--- config.mk ---
export PLATFORM = sky130hd
export DESIGN_NAME = stopwatch_timer_flat
export DESIGN_NICKNAME = d
export VERILOG_FILES = /design/src/rtl/stopwatch_timer_pkg.sv /design/src/rtl/stopwatch_timer_if.sv /design/src/rtl/stopwatch_timer_mod_counter.sv /design/src/rtl/stopwatch_timer.sv /design/src/flat_wrapper.sv
export SDC_FILE = /design/constraint.sdc
export NUM_CORES = 1
export LEC_CHECK = 0
export ABC_AREA = 0
export BUFFER_PORTS_ARGS = -buffer_cell sky130_fd_sc_hd__buf_2
export CORE_MARGIN = 1
export CORE_UTILIZATION = 37
export DETAILED_ROUTE_END_ITERATION = 8
export PLACE_DENSITY = 0.55
export SLEW_MARGIN = 20
export SYNTH_ARGS = -nofsm -noshare
export SYNTH_HDL_FRONTEND = slang
export SYNTH_SLANG_ARGS = --single-unit
--- constraint.sdc ---
create_clock -name clock -period 3.1 [get_ports clock]
set_clock_uncertainty 0.15 [all_clocks]
set_input_delay 0.31 -clock clock [delete_from_list [all_inputs] [get_ports clock]]
set_output_delay 0.31 -clock clock [all_outputs]
set_load 0.05 [all_outputs]
--- src/rtl/stopwatch_timer_pkg.sv ---
// Shared widths, limits, state encoding and divider helpers for the stopwatch time-base.
package stopwatch_timer_pkg;

  localparam int HOUR_W = 6;
  localparam int MIN_W  = 6;
  localparam int SEC_W  = 6;
  localparam int CS_W   = 7;

  localparam int SEC_MAX = 59;
  localparam int MIN_MAX = 59;
  localparam int CS_MAX  = 99;

  localparam logic [0:0] ST_LIVE = 1'b0;
  localparam logic [0:0] ST_LAP  = 1'b1;

  typedef struct packed {
    logic [HOUR_W-1:0] hour;
    logic [MIN_W-1:0]  minute;
    logic [SEC_W-1:0]  second;
    logic [CS_W-1:0]   cs;
  } time_t;

  function automatic int calc_div(input int clk_hz, input int tick_hz);
    return clk_hz / tick_hz;
  endfunction

  // Bits needed to hold 0..max_val; a counter that only ever holds 0 still needs one bit.
  function automatic int cnt_width(input int max_val);
    return (max_val > 0) ? $clog2(max_val + 1) : 1;
  endfunction

endpackage

--- src/rtl/stopwatch_timer_if.sv ---
// Control inputs and displayed time outputs of the stopwatch time-base.
interface stopwatch_timer_if;
  import stopwatch_timer_pkg::*;

  // Level/pulse controls from the key FSM; no handshake: a pulse is acted on in
  // the single cycle it is high, and run_timer is sampled every cycle.
  logic              run_timer;
  logic              clear_timer;
  logic              lap_pulse;
  logic [HOUR_W-1:0] hour;
  logic [MIN_W-1:0]  minute;
  logic [SEC_W-1:0]  second;
  logic [CS_W-1:0]   m_sec;
  logic              lap_active;
  logic              tick;
  logic              rollover;
  logic [0:0]        state_dbg;

  modport master (
    output run_timer, clear_timer, lap_pulse,
    input  hour, minute, second, m_sec, lap_active, tick, rollover, state_dbg
  );

  modport slave (
    input  run_timer, clear_timer, lap_pulse,
    output hour, minute, second, m_sec, lap_active, tick, rollover, state_dbg
  );

endinterface

--- src/rtl/stopwatch_timer_mod_counter.sv ---
// Modulo-(MAX+1) counter with synchronous clear; carry flags the increment that wraps it.
module mod_counter #(
  parameter int WIDTH = 4,
  parameter int MAX   = 9
) (
  input  logic             clk,
  input  logic             rst_n,
  input  logic             inc,
  input  logic             clr,
  output logic [WIDTH-1:0] value,
  output logic             carry
);

  localparam logic [WIDTH-1:0] MAX_V = WIDTH'(MAX);

  logic [WIDTH-1:0] value_q;
  logic [WIDTH-1:0] value_d;

  always_comb begin
    value_d = value_q;
    if (clr) begin
      value_d = '0;
    end else if (inc) begin
      value_d = (value_q == MAX_V) ? '0 : value_q + 1'b1;
    end
  end

  always_ff @(posedge clk or negedge rst_n) begin
    if (!rst_n) begin
      value_q <= '0;
    end else begin
      value_q <= value_d;
    end
  end

  assign value = value_q;
  assign carry = inc & (value_q == MAX_V);

endmodule

--- src/rtl/stopwatch_timer.sv ---
// Stopwatch time-base: prescaled centisecond tick, h:m:s.cs carry chain and lap snapshot.
module stopwatch_timer
  import stopwatch_timer_pkg::*;
#(
  parameter int CLK_FREQ_HZ = 50000000,
  parameter int TICK_HZ     = 100,
  parameter int HOUR_MAX    = 23
) (
  input  logic              clock,
  input  logic              reset_n,
  stopwatch_timer_if.slave  bus
);

  localparam int DIV   = calc_div(CLK_FREQ_HZ, TICK_HZ);
  localparam int PRE_W = cnt_width(DIV - 1);

  logic [PRE_W-1:0]  pre_val;
  logic [CS_W-1:0]   cs_val;
  logic [SEC_W-1:0]  sec_val;
  logic [MIN_W-1:0]  min_val;
  logic [HOUR_W-1:0] hour_val;
  logic pre_carry, cs_carry, sec_carry, min_carry, hour_carry;

  mod_counter #(.WIDTH(PRE_W), .MAX(DIV - 1)) u_pre (
    .clk(clock), .rst_n(reset_n), .inc(bus.run_timer), .clr(bus.clear_timer),
    .value(pre_val), .carry(pre_carry)
  );

  mod_counter #(.WIDTH(CS_W), .MAX(CS_MAX)) u_cs (
    .clk(clock), .rst_n(reset_n), .inc(pre_carry), .clr(bus.clear_timer),
    .value(cs_val), .carry(cs_carry)
  );

  mod_counter #(.WIDTH(SEC_W), .MAX(SEC_MAX)) u_sec (
    .clk(clock), .rst_n(reset_n), .inc(cs_carry), .clr(bus.clear_timer),
    .value(sec_val), .carry(sec_carry)
  );

  mod_counter #(.WIDTH(MIN_W), .MAX(MIN_MAX)) u_min (
    .clk(clock), .rst_n(reset_n), .inc(sec_carry), .clr(bus.clear_timer),
    .value(min_val), .carry(min_carry)
  );

  mod_counter #(.WIDTH(HOUR_W), .MAX(HOUR_MAX)) u_hour (
    .clk(clock), .rst_n(reset_n), .inc(min_carry), .clr(bus.clear_timer),
    .value(hour_val), .carry(hour_carry)
  );

  time_t      live;
  time_t      snap_q, snap_d;
  time_t      disp;
  logic [0:0] state_q, state_d;
  logic       tick_q, tick_d;
  logic       rollover_q, rollover_d;

  assign live = '{hour: hour_val, minute: min_val, second: sec_val, cs: cs_val};

  // Clear outranks lap; the snapshot takes the live count as it stood before this edge.
  always_comb begin
    state_d    = state_q;
    snap_d     = snap_q;
    tick_d     = pre_carry & ~bus.clear_timer;
    rollover_d = hour_carry & ~bus.clear_timer;
    if (bus.clear_timer) begin
      state_d = ST_LIVE;
      snap_d  = '0;
    end else if (bus.lap_pulse) begin
      if (state_q == ST_LIVE) begin
        state_d = ST_LAP;
        snap_d  = live;
      end else begin
        state_d = ST_LIVE;
      end
    end
  end

  always_ff @(posedge clock or negedge reset_n) begin
    if (!reset_n) begin
      state_q    <= ST_LIVE;
      snap_q     <= '0;
      tick_q     <= 1'b0;
      rollover_q <= 1'b0;
    end else begin
      state_q    <= state_d;
      snap_q     <= snap_d;
      tick_q     <= tick_d;
      rollover_q <= rollover_d;
    end
  end

  always_comb begin
    disp = (state_q == ST_LAP) ? snap_q : live;
  end

  assign bus.hour       = disp.hour;
  assign bus.minute     = disp.minute;
  assign bus.second     = disp.second;
  assign bus.m_sec      = disp.cs;
  assign bus.lap_active = (state_q == ST_LAP);
  assign bus.tick       = tick_q;
  assign bus.rollover   = rollover_q;
  assign bus.state_dbg  = state_q;

endmodule
--- src/flat_wrapper.sv ---
// flat-port wrapper written by rule: the top's interface ports become plain ports
module stopwatch_timer_flat import stopwatch_timer_pkg::*;
#(
  parameter int CLK_FREQ_HZ = 50000000,
  parameter int TICK_HZ     = 100,
  parameter int HOUR_MAX    = 23
)
  (clock, reset_n, bus_run_timer, bus_clear_timer, bus_lap_pulse, bus_hour, bus_minute, bus_second, bus_m_sec, bus_lap_active, bus_tick, bus_rollover, bus_state_dbg);
  stopwatch_timer_if bus_i ();
  input  logic clock;
  input  logic reset_n;
  input wire logic [$bits(bus_i.run_timer)-1:0] bus_run_timer;
  input wire logic [$bits(bus_i.clear_timer)-1:0] bus_clear_timer;
  input wire logic [$bits(bus_i.lap_pulse)-1:0] bus_lap_pulse;
  output wire logic [$bits(bus_i.hour)-1:0] bus_hour;
  output wire logic [$bits(bus_i.minute)-1:0] bus_minute;
  output wire logic [$bits(bus_i.second)-1:0] bus_second;
  output wire logic [$bits(bus_i.m_sec)-1:0] bus_m_sec;
  output wire logic [$bits(bus_i.lap_active)-1:0] bus_lap_active;
  output wire logic [$bits(bus_i.tick)-1:0] bus_tick;
  output wire logic [$bits(bus_i.rollover)-1:0] bus_rollover;
  output wire logic [$bits(bus_i.state_dbg)-1:0] bus_state_dbg;
  assign bus_i.run_timer = bus_run_timer;
  assign bus_i.clear_timer = bus_clear_timer;
  assign bus_i.lap_pulse = bus_lap_pulse;
  assign bus_hour = bus_i.hour;
  assign bus_minute = bus_i.minute;
  assign bus_second = bus_i.second;
  assign bus_m_sec = bus_i.m_sec;
  assign bus_lap_active = bus_i.lap_active;
  assign bus_tick = bus_i.tick;
  assign bus_rollover = bus_i.rollover;
  assign bus_state_dbg = bus_i.state_dbg;
  stopwatch_timer #(.CLK_FREQ_HZ(CLK_FREQ_HZ), .TICK_HZ(TICK_HZ), .HOUR_MAX(HOUR_MAX)) u_core (.clock(clock), .reset_n(reset_n), .bus(bus_i));
endmodule
; Yosys cells after proc, flatten, opt, wreduce, memory -nomap -nowiden
; Index checks and enable logic that the tools add are counted.
[totals]
ff_bits = 72
in_bits = 5
elab_cells = 57
[op_classes]
addsub = 5
n_eq_ne = 5
n_mux = 21
bitwise_logic = 8
n_reduce_logical = 6
[op_table]
columns = cell, count
row1 = 2-to-1 mux 25 bit, 3
row2 = 2-to-1 mux 19 bit, 3
row3 = 2-to-1 mux 6 bit, 9
row4 = 2-to-1 mux 7 bit, 3
row5 = adder 19 x 1 -> 19 bit (second input constant), 1
row6 = equality test 19 bit (second input constant), 1
row7 = adder 6 x 1 -> 6 bit (second input constant), 3
row8 = equality test 6 bit (second input constant), 2
row9 = nonzero test 2 bit, 6
row10 = adder 7 x 1 -> 7 bit (second input constant), 1
row11 = AND 1 bit, 7
row12 = equality test 7 bit (second input constant), 1
row13 = equality test 6 x 5 -> 1 bit (second input constant), 1
row14 = 2-to-1 mux 1 bit, 3
row15 = NOT 1 bit, 1

; Depth between registers and ports, before layout
; Gate-level depths: netlist of run 1.
[logic_depth]
depth_word = 7
ltp_mapped = 8
ltp_nobuf = 6

; Cells and area by module
; A second synthesis of run 1 with hierarchy kept.
[unflattened]
hier_cells = 398
hier_area_um2 = 4264.1
[modules_own_cells]
columns = module, instances, cells_each, area_each_um2, seq_area_each_um2
row1 = stopwatch_timer, 1, 148, 1849.3, 700.7
row2 = mod_counter (u_core.u_pre), 1, 115, 1064.8, 475.5
row3 = mod_counter (u_core.u_min ...), 2, 33, 329.1, 150.1
row4 = mod_counter (u_core.u_cs), 1, 42, 400.4, 175.2
row5 = mod_counter (u_core.u_hour), 1, 27, 291.5, 150.1

; Worst setup path before layout of run 1
; OpenSTA, ideal clock, no wires.
[synth_timing]
path_type = flip-flop to flip-flop
from = reg u_core.state_q (netlist: u_core.bus.lap_active)
to = reg u_core.snap_q[18] (netlist bit)
setup_time_ns = 0.077
t_arrival_ns = 2.563
path_slack_ns = 0.310
stages_incl_launch_ff = 6
cell_sequence = dfrtp_1 clkbuf_1 buf_1 o21ai_0 mux2i_1 nor2_1
[synth_between]
elab_chain_len = 3
[synth_lines]
columns = item, line
row1 = "start, declared", stopwatch_timer.sv:52  ; logic [0:0] state_q, state_d;
row2 = "start signal, assigned", stopwatch_timer.sv:84  ; state_q <= state_d;
row3 = 2-to-1 mux 25 bit, n/a
row4 = via bus_minute[5], flat_wrapper.sv:16  ; output wire logic [$bits(bus_i.minute)-1:0] bus_minute;
row5 = 2-to-1 mux 25 bit (2 in series), n/a
row6 = "end signal, assigned", stopwatch_timer.sv:85  ; snap_q <= snap_d;
row7 = "end, declared", stopwatch_timer.sv:50  ; time_t snap_q, snap_d;
; The timed path passes the listed nets, and every way through them passes these cells. The select of a mux whose other input is x is not followed.
; A chain may end at the register's enable or synchronous reset.

; Worst setup path after layout of run 1
[layout_timing]
from = reg u_core.u_sec.value_q[0] (netlist: u_core.u_sec.value[0])
to = reg u_core.u_min.value_q[5] (netlist: u_core.u_min.value[5])
[layout_between]
elab_chain_len = 3
[layout_lines]
columns = item, line
row1 = "start, declared", stopwatch_timer_mod_counter.sv:16  ; logic [WIDTH-1:0] value_q;
row2 = "start signal, assigned", stopwatch_timer_mod_counter.sv:32  ; value_q <= value_d;
row3 = equality test 6 bit, stopwatch_timer_mod_counter.sv:37  ; assign carry = inc & (value_q == MAX_V);
row4 = AND 1 bit, stopwatch_timer_mod_counter.sv:37
row5 = nonzero test 2 bit (no line), n/a
row6 = "end signal, assigned", stopwatch_timer_mod_counter.sv:32
row7 = "end, declared", stopwatch_timer_mod_counter.sv:16
; No other way between the ends.

==> run_results.csv, run 1 <==
group,metric,value,unit
global_routing,antenna_found_initial,0,
logic_synthesis,syn_nets,412,
clock_tree,cts_buffer_depth,2,
final_layout,final_nets,441,
logic_synthesis,yosys_most_used_dff,"dfrtp_1",
clock_tree,cts_sinks,72,
power_and_ir_drop,vdd_drop_max,0.0003430,V
place,dp.cells,555,
place,hpwlAfterDp,5524,um
drt,wire_per_inst,14.97,um
logic_synthesis,ys_seq_elements,72,
worst_setup_path,critPathArrivalTime,2850,ps
logic_synthesis,synthesis.area,0.003955,sq mm
global_routing,grt_overflow,0,
die,ioPinCount,34,
drt,num_vias,3104,
logic_synthesis,ys_seq_area_share,45.56,%
clock_tree,cts_tree,"built",
outcome,status,"finished, final reports clean",
drt,drtPass1Iterations,5,
worst_setup_path,worstPathCellList,"ha_1 > inv_1 > or4b_2 > nor4_4 > a41oi_1 > o21ba_2",
die,dieArea,0.01111,sq mm
final_layout,diodes,0,
logic_synthesis,yosysWarnings,0,
clock_tree,post_cts_buffers,0,
timing,final_max_slew_viol_count,0,
global_routing,grt_pass1_vias,2973,
drt,ant_nets,0,
drt,first_iter_violations,136,
logic_synthesis,avgSynthCellArea,9.838,sq um
timing,rsz0062_at_grt,"false",
final_layout,final_cells,572,
worst_setup_path,path_max_fanout,13,
logic_synthesis,netlist_instances,402,
final_layout,utilization,43.59,%
clock_tree,cts_max_level,3,
run,drv_cap,0,
logic_synthesis,synthArstFlopShare,100.0,%
timing,tns,0,ps
clock_tree,clkLatencyLatePin,340,ps
timing,worst_pin_slew,879.6,ps
worst_setup_path,cp_slowest_cell,"or4b_2",
die,die_h,105.4,um
timing,min_period,2758,ps
clock_tree,post_cts_resized,0,
worst_setup_path,cp_top_family,"simple AND/OR/NAND/NOR gates",
hold_path,hold_path_class,"in2reg",
worst_setup_path,critical-path-max-stage-delay,720,ps
worst_setup_path,cp-start-kind,"register",
drt,wl,8560,um
worst_setup_path,path_buf_inv,1,
logic_synthesis,ys_types,50,
timing,min_period_over_period,88.98,%
final_layout,final_common_cell,"dfrtp_1",
clock_tree,root_buffer,"clkbuf_8",
place,place.gp.congestion,0.8089,
final_layout,syn_to_final_growth,13.79,%
power_and_ir_drop,power.total,1.968,mW
drt,viasPerCell,5.427,
final_layout,final_cell_mix,"dfrtp_1 (72), nor2_1 (63), buf_2 (33)",
worst_setup_path,worstPathRequired,3190,ps
die,die_w,105.4,um
final_layout,multi_input_area,0.002036,sq mm
final_layout,seq_area,0.001802,sq mm
timing,maxSlewHeadroom,40.82,%
drt,drc_errors,0,
final_layout,fillers,999,
power_and_ir_drop,power.leakage,2.049,nW
die,rows,37,
die,initial_core_util,38.31,%
die,design.core.area,0.01032,sq mm
place,port_buffers,33,
global_routing,grt_max_degree,72,
timing,fmax,0.3625,GHz
global_routing,grt_use_total,16.64,%
clock_tree,clkTransAtPathRegs,80,ps
final_layout,drive_above_1_share,19.95,%
worst_setup_path,critPathKind,"reg2reg",
global_routing,grt_pass1_wl,14750,um
power_and_ir_drop,power.density,437.2,mW/mm^2
worst_setup_path,critPathCaptureType,"register",
logic_synthesis,synth-edff-count,0,
timing,finalHoldViolations,0,
timing,setup_viol,0,
clock_tree,cts_buffers,9,
==> final timing paths <==
kind / start / endpoint / slack, ps / cells past startpoint
worst min register to register: u_core.snap_q[14] / u_core.snap_q[14] / 370 / 2
max in group asynchronous: reset_n / u_core.u_min.value[1] / 1830 / 3
worst max-delay path: u_core.u_sec.value[0] / u_core.u_min.value[5] / 340 / 6
worst max register to register: u_core.u_sec.value[0] / u_core.u_min.value[5] / 340 / 6
min in group asynchronous: reset_n / u_core.snap_q[13] / 310 / 2
worst min-delay path: bus_run_timer / u_core.u_pre.value[8] / 240 / 2
==> where the power goes <==
| group | total, mW | internal [mW] | switching (mW) | leakage [nW] |
|---|---|---|---|---|
| combinational | 0.108 | 0.0319 | 0.0765 | 0.922 |
| clock | 0.911 | 0.557 | 0.354 | 0.124 |
| sequential | 0.948 | 0.942 | 0.00559 | 1.00 |
| total | 1.97 | 1.53 | 0.436 | 2.05 |
==> flip-flops by register name, summed over array words and instances (netlist names) <==
register,cells
u_core.u_sec.value,6
u_core.bus.rollover,1
u_core.bus.lap_active,1
u_core.u_hour.value,6
u_core.u_pre.value,19
u_core.bus.tick,1
u_core.snap_q,25
u_core.u_cs.value,7
u_core.u_min.value,6
==> synth_stat cells (all sizes together) (2+ instances only) <==
library cell   n  area share, %
nor3           8            1.3
nand2b         5           0.79
nor4           4            1.0
and2           4           0.63
nor2          63            6.0
nor4b          4            1.3
or4            7            1.4
a21oi         22            2.8
mux2i         29            7.3
nand3         21            2.8
ha             5            1.6
nor2b          3           0.47
and4           3           0.66
o21ba          2           0.51
or3            6           0.95
a31oi          5           0.79
mux2          24            6.8
nand2         20            1.9
clkbuf        15            1.4
o31ai          4           0.76
o21ai         14            1.8
nand4         11            1.7
o211ai         3           0.57
xnor2          6            1.3
buf            6           0.98
or4b           2           0.51
inv            6           0.57
xor2           8            1.8
dfrtp         72             46
and3           8            1.3
==> area by class of cell <==
cell class / count / area share (%)
clock buffer: 11 / 3.142
clock inverter: 5 / 2.307
inverter: 6 / 0.5004
multi-input combinational: 303 / 45.23
sequential: 72 / 40.03
tap: 136 / 3.781
timing repair buffer: 39 / 5.004
==> per-stage QoR <==
stage	hold WS, ps	setup slack (ps)	instance area, sq um
2_1_floorplan	-135.6	310.1	3955
3_3_place_gp	178.2	401.3	4245
3_5_place_dp	167.3	334.1	4245
4_1_cts	235.6	317.8	4501
5_1_grt	254.3	203.5	4501
6_report	244.1	341.6	4501
==> layer usage <==
metal | share of wire [%] | global-route usage (%) | vias to the layer above
met5 | 0 | 0 | -
met1 | 49 | 22.78 | 1539
met3 | 3.7 | 4.205 | 6
li1 | - | - | 1506
met4 | 0.82 | 4.628 | 0
met2 | 46 | 26.03 | 53
==> timing repair <==
action / in CTS / in global routing
endpoints found under the hold margin: 21 / 0
hold buffers: 1 / 0
endpoints found under the setup margin: 0 / 0
==> logic make-up after synthesis <==
group	share of synthesized area (%)
buffers and inverters	2.973
adder cells (fa/ha/maj)	1.582
flip-flops	45.56
XOR/XNOR	3.100
multiplexers	14.17
AND/OR/NAND/NOR	23.82
AO/OA/AOI/OAI	8.795
Power figures use the tool's default switching activity.
==> run 2, diff against run 1 <==
--- a/config.mk
+++ b/config.mk
@@ -7,10 +7,11 @@
 export LEC_CHECK = 0
 export ABC_AREA = 0
 export BUFFER_PORTS_ARGS = -buffer_cell sky130_fd_sc_hd__buf_2
-export CORE_MARGIN = 1
+export CELL_PAD_IN_SITES_DETAIL_PLACEMENT = 2
+export CELL_PAD_IN_SITES_GLOBAL_PLACEMENT = 2
 export CORE_UTILIZATION = 37
 export DETAILED_ROUTE_END_ITERATION = 8
-export PLACE_DENSITY = 0.55
+export PLACE_DENSITY = 0.78
 export SLEW_MARGIN = 20
 export SYNTH_ARGS = -nofsm -noshare
 export SYNTH_HDL_FRONTEND = slang
==> run_results.csv, run 2 (synthesis results as in run 1) <==
group,metric,value,unit
outcome,status,"finished, final reports clean",
worst_setup_path,critPathArrivalTime,2970,ps
final_layout,final_cell_mix,"dfrtp_1 (72), nor2_1 (63), buf_2 (32)",
power_and_ir_drop,power.total,1.892,mW
hold_path,hold_path_class,"in2reg",
die,design.core.area,0.01032,sq mm
die,die_w,105.4,um
worst_setup_path,cp_slowest_cell,"or4b_2",
power_and_ir_drop,power.leakage,2.035,nW
timing,final_max_slew_viol_count,0,
power_and_ir_drop,vdd_drop_max,0.0001576,V
worst_setup_path,critPathCaptureType,"register",
clock_tree,cts_buffer_depth,2,
drt,num_vias,3219,
die,ioPinCount,34,
worst_setup_path,path_max_fanout,13,
clock_tree,cts_buffers,9,
timing,maxSlewHeadroom,36.24,%
worst_setup_path,worstPathRequired,3200,ps
final_layout,diodes,0,
worst_setup_path,reg2reg_slack,230,ps
final_layout,final_common_cell,"dfrtp_1",
clock_tree,clkLatencyLatePin,360,ps
die,initial_core_util,38.31,%
drt,drtPass1Iterations,4,
global_routing,grt_max_degree,73,
clock_tree,cts_tree,"built",
worst_setup_path,cp_top_family,"simple AND/OR/NAND/NOR gates",
hold_path,holdPathEnd,"u_core.bus.tick",
worst_setup_path,r2r_cells,6,
place,port_buffers,33,
final_layout,multi_input_area,0.002036,sq mm
timing,fmax,0.3485,GHz
worst_setup_path,crit_cells,6,
worst_setup_path,critPathKind,"reg2reg",
drt,ant_nets,0,
global_routing,antenna_found_initial,0,
hold_path,min_from,"bus_run_timer",
place,hpwlAfterDp,7127,um
die,dieArea,0.01111,sq mm
final_layout,final_nets,442,
final_layout,largest_reg_flops,25,
final_layout,seq_area,0.001802,sq mm
hold_path,hold_depth,5,
timing,setup_viol,0,
die,die_h,105.4,um
clock_tree,clkTransAtPathRegs,90,ps
clock_tree,root_buffer,"clkbuf_8",
drt,wl,10670,um
clock_tree,cts_max_level,3,
timing,tns,0,ps
worst_setup_path,critical-path-max-stage-delay,710,ps
worst_setup_path,r2r-start,"u_core.u_sec.value[0]",
drt,first_iter_violations,100,
final_layout,fillers,1099,
global_routing,grt_use_total,21.21,%
final_layout,top_register,"u_core.snap_q",
place,place.gp.congestion,0.7789,
worst_setup_path,reg2reg_to,"u_core.u_min.value[5]",
timing,finalHoldViolations,0,
run,drv_cap,0,
final_layout,syn_to_final_growth,13.22,%
global_routing,grt_overflow,0,
final_layout,finalInstanceArea,0.004478,sq mm
global_routing,grt_pass1_wl,18480,um
final_layout,drive_above_1_share,19.91,%
clock_tree,post_cts_resized,0,
worst_setup_path,cp-start-kind,"register",
die,rows,37,
power_and_ir_drop,power.density,422.4,mW/mm^2
timing,worst_pin_slew,956.4,ps
worst_setup_path,path_buf_inv,1,
timing,rsz0062_at_grt,"false",
timing,min_period_over_period,92.56,%
clock_tree,cts_sinks,72,
global_routing,grt_pass1_vias,3583,
drt,drc_errors,0,
worst_setup_path,worstPathCellList,"ha_1 > inv_1 > or4b_2 > nor4_4 > a41oi_1 > o21ba_2",
drt,wire_per_inst,18.61,um
timing,min_period,2869,ps
drt,viasPerCell,5.618,
place,postPlaceCellArea,0.004255,sq mm
==> run 2: per-layer routing <==
layer / global-route usage, % / vias to the layer above / share of wire (%)
li1: - / 1508 / -
met2: 36.84 / 33 / 51
met5: 0 / - / 0
met3: 4.700 / 10 / 2.3
met1: 26.01 / 1668 / 46
met4: 6.841 / 0 / 1.2
==> run 2: area by class of cell <==
| class | count | share of cell area [%] |
|---|---|---|
| clock buffers | 11 | 2.934 |
| clock inverters | 5 | 1.816 |
| inverters | 6 | 0.5029 |
| multi-input cells | 303 | 45.46 |
| flip-flops and latches | 72 | 40.23 |
| well taps | 136 | 3.800 |
| repair buffers | 40 | 5.253 |
==> run 2: repair_timing <==
action | in CTS | in global routing
hold buffers | 1 | 0
endpoints found under the hold margin | 72 | 0
setup buffers | 0 | 0
endpoints found under the setup margin | 0 | 0
==> run 2: worst max path at each step <==
stage | startpoint | to | slack (ps)
after detailed placement | u_core.u_sec.value[0] | u_core.u_min.value[5] | 270
final | u_core.u_sec.value[0] | u_core.u_min.value[5] | 230
after global routing | u_core.u_sec.value[0] | u_core.u_min.value[5] | 30
after CTS | u_core.u_sec.value[0] | u_core.u_min.value[5] | 230
after global placement | u_core.u_sec.value[0] | u_core.u_min.value[5] | 420
after floorplan | u_core.bus.lap_active | u_core.snap_q[18] | 310
==> run 2: through the flow <==
| stage | utilization (%) | instances | hold WS (ps) | setup slack, ps |
|---|---|---|---|---|
| floorplan | - | 402 | -135.6 | 310.1 |
| global placement | 41.22 | 556 | 345.7 | 416.6 |
| detailed placement | 41.22 | 556 | 361.0 | 267.6 |
| CTS | 43.38 | 573 | 293.1 | 230.8 |
| global route | 43.38 | 573 | 317.6 | 27.83 |
| finish | 43.38 | 573 | 307.0 | 230.8 |
==> run 2: worst register-to-register path: cells and delay by family (launching register included) <==
kind,cells,cell delay (ps)
flops,1,420
simple gates,2,1400
fa+ha+maj,1,220
compound gates,2,470
buf+inv,1,100
==> run 2: report_power, final <==
| group | internal (mW) | total, mW | switching, mW |
|---|---|---|---|
| combinational | 0.0342 | 0.108 | 0.0738 |
| clock | 0.454 | 0.830 | 0.376 |
| sequential | 0.942 | 0.954 | 0.0119 |
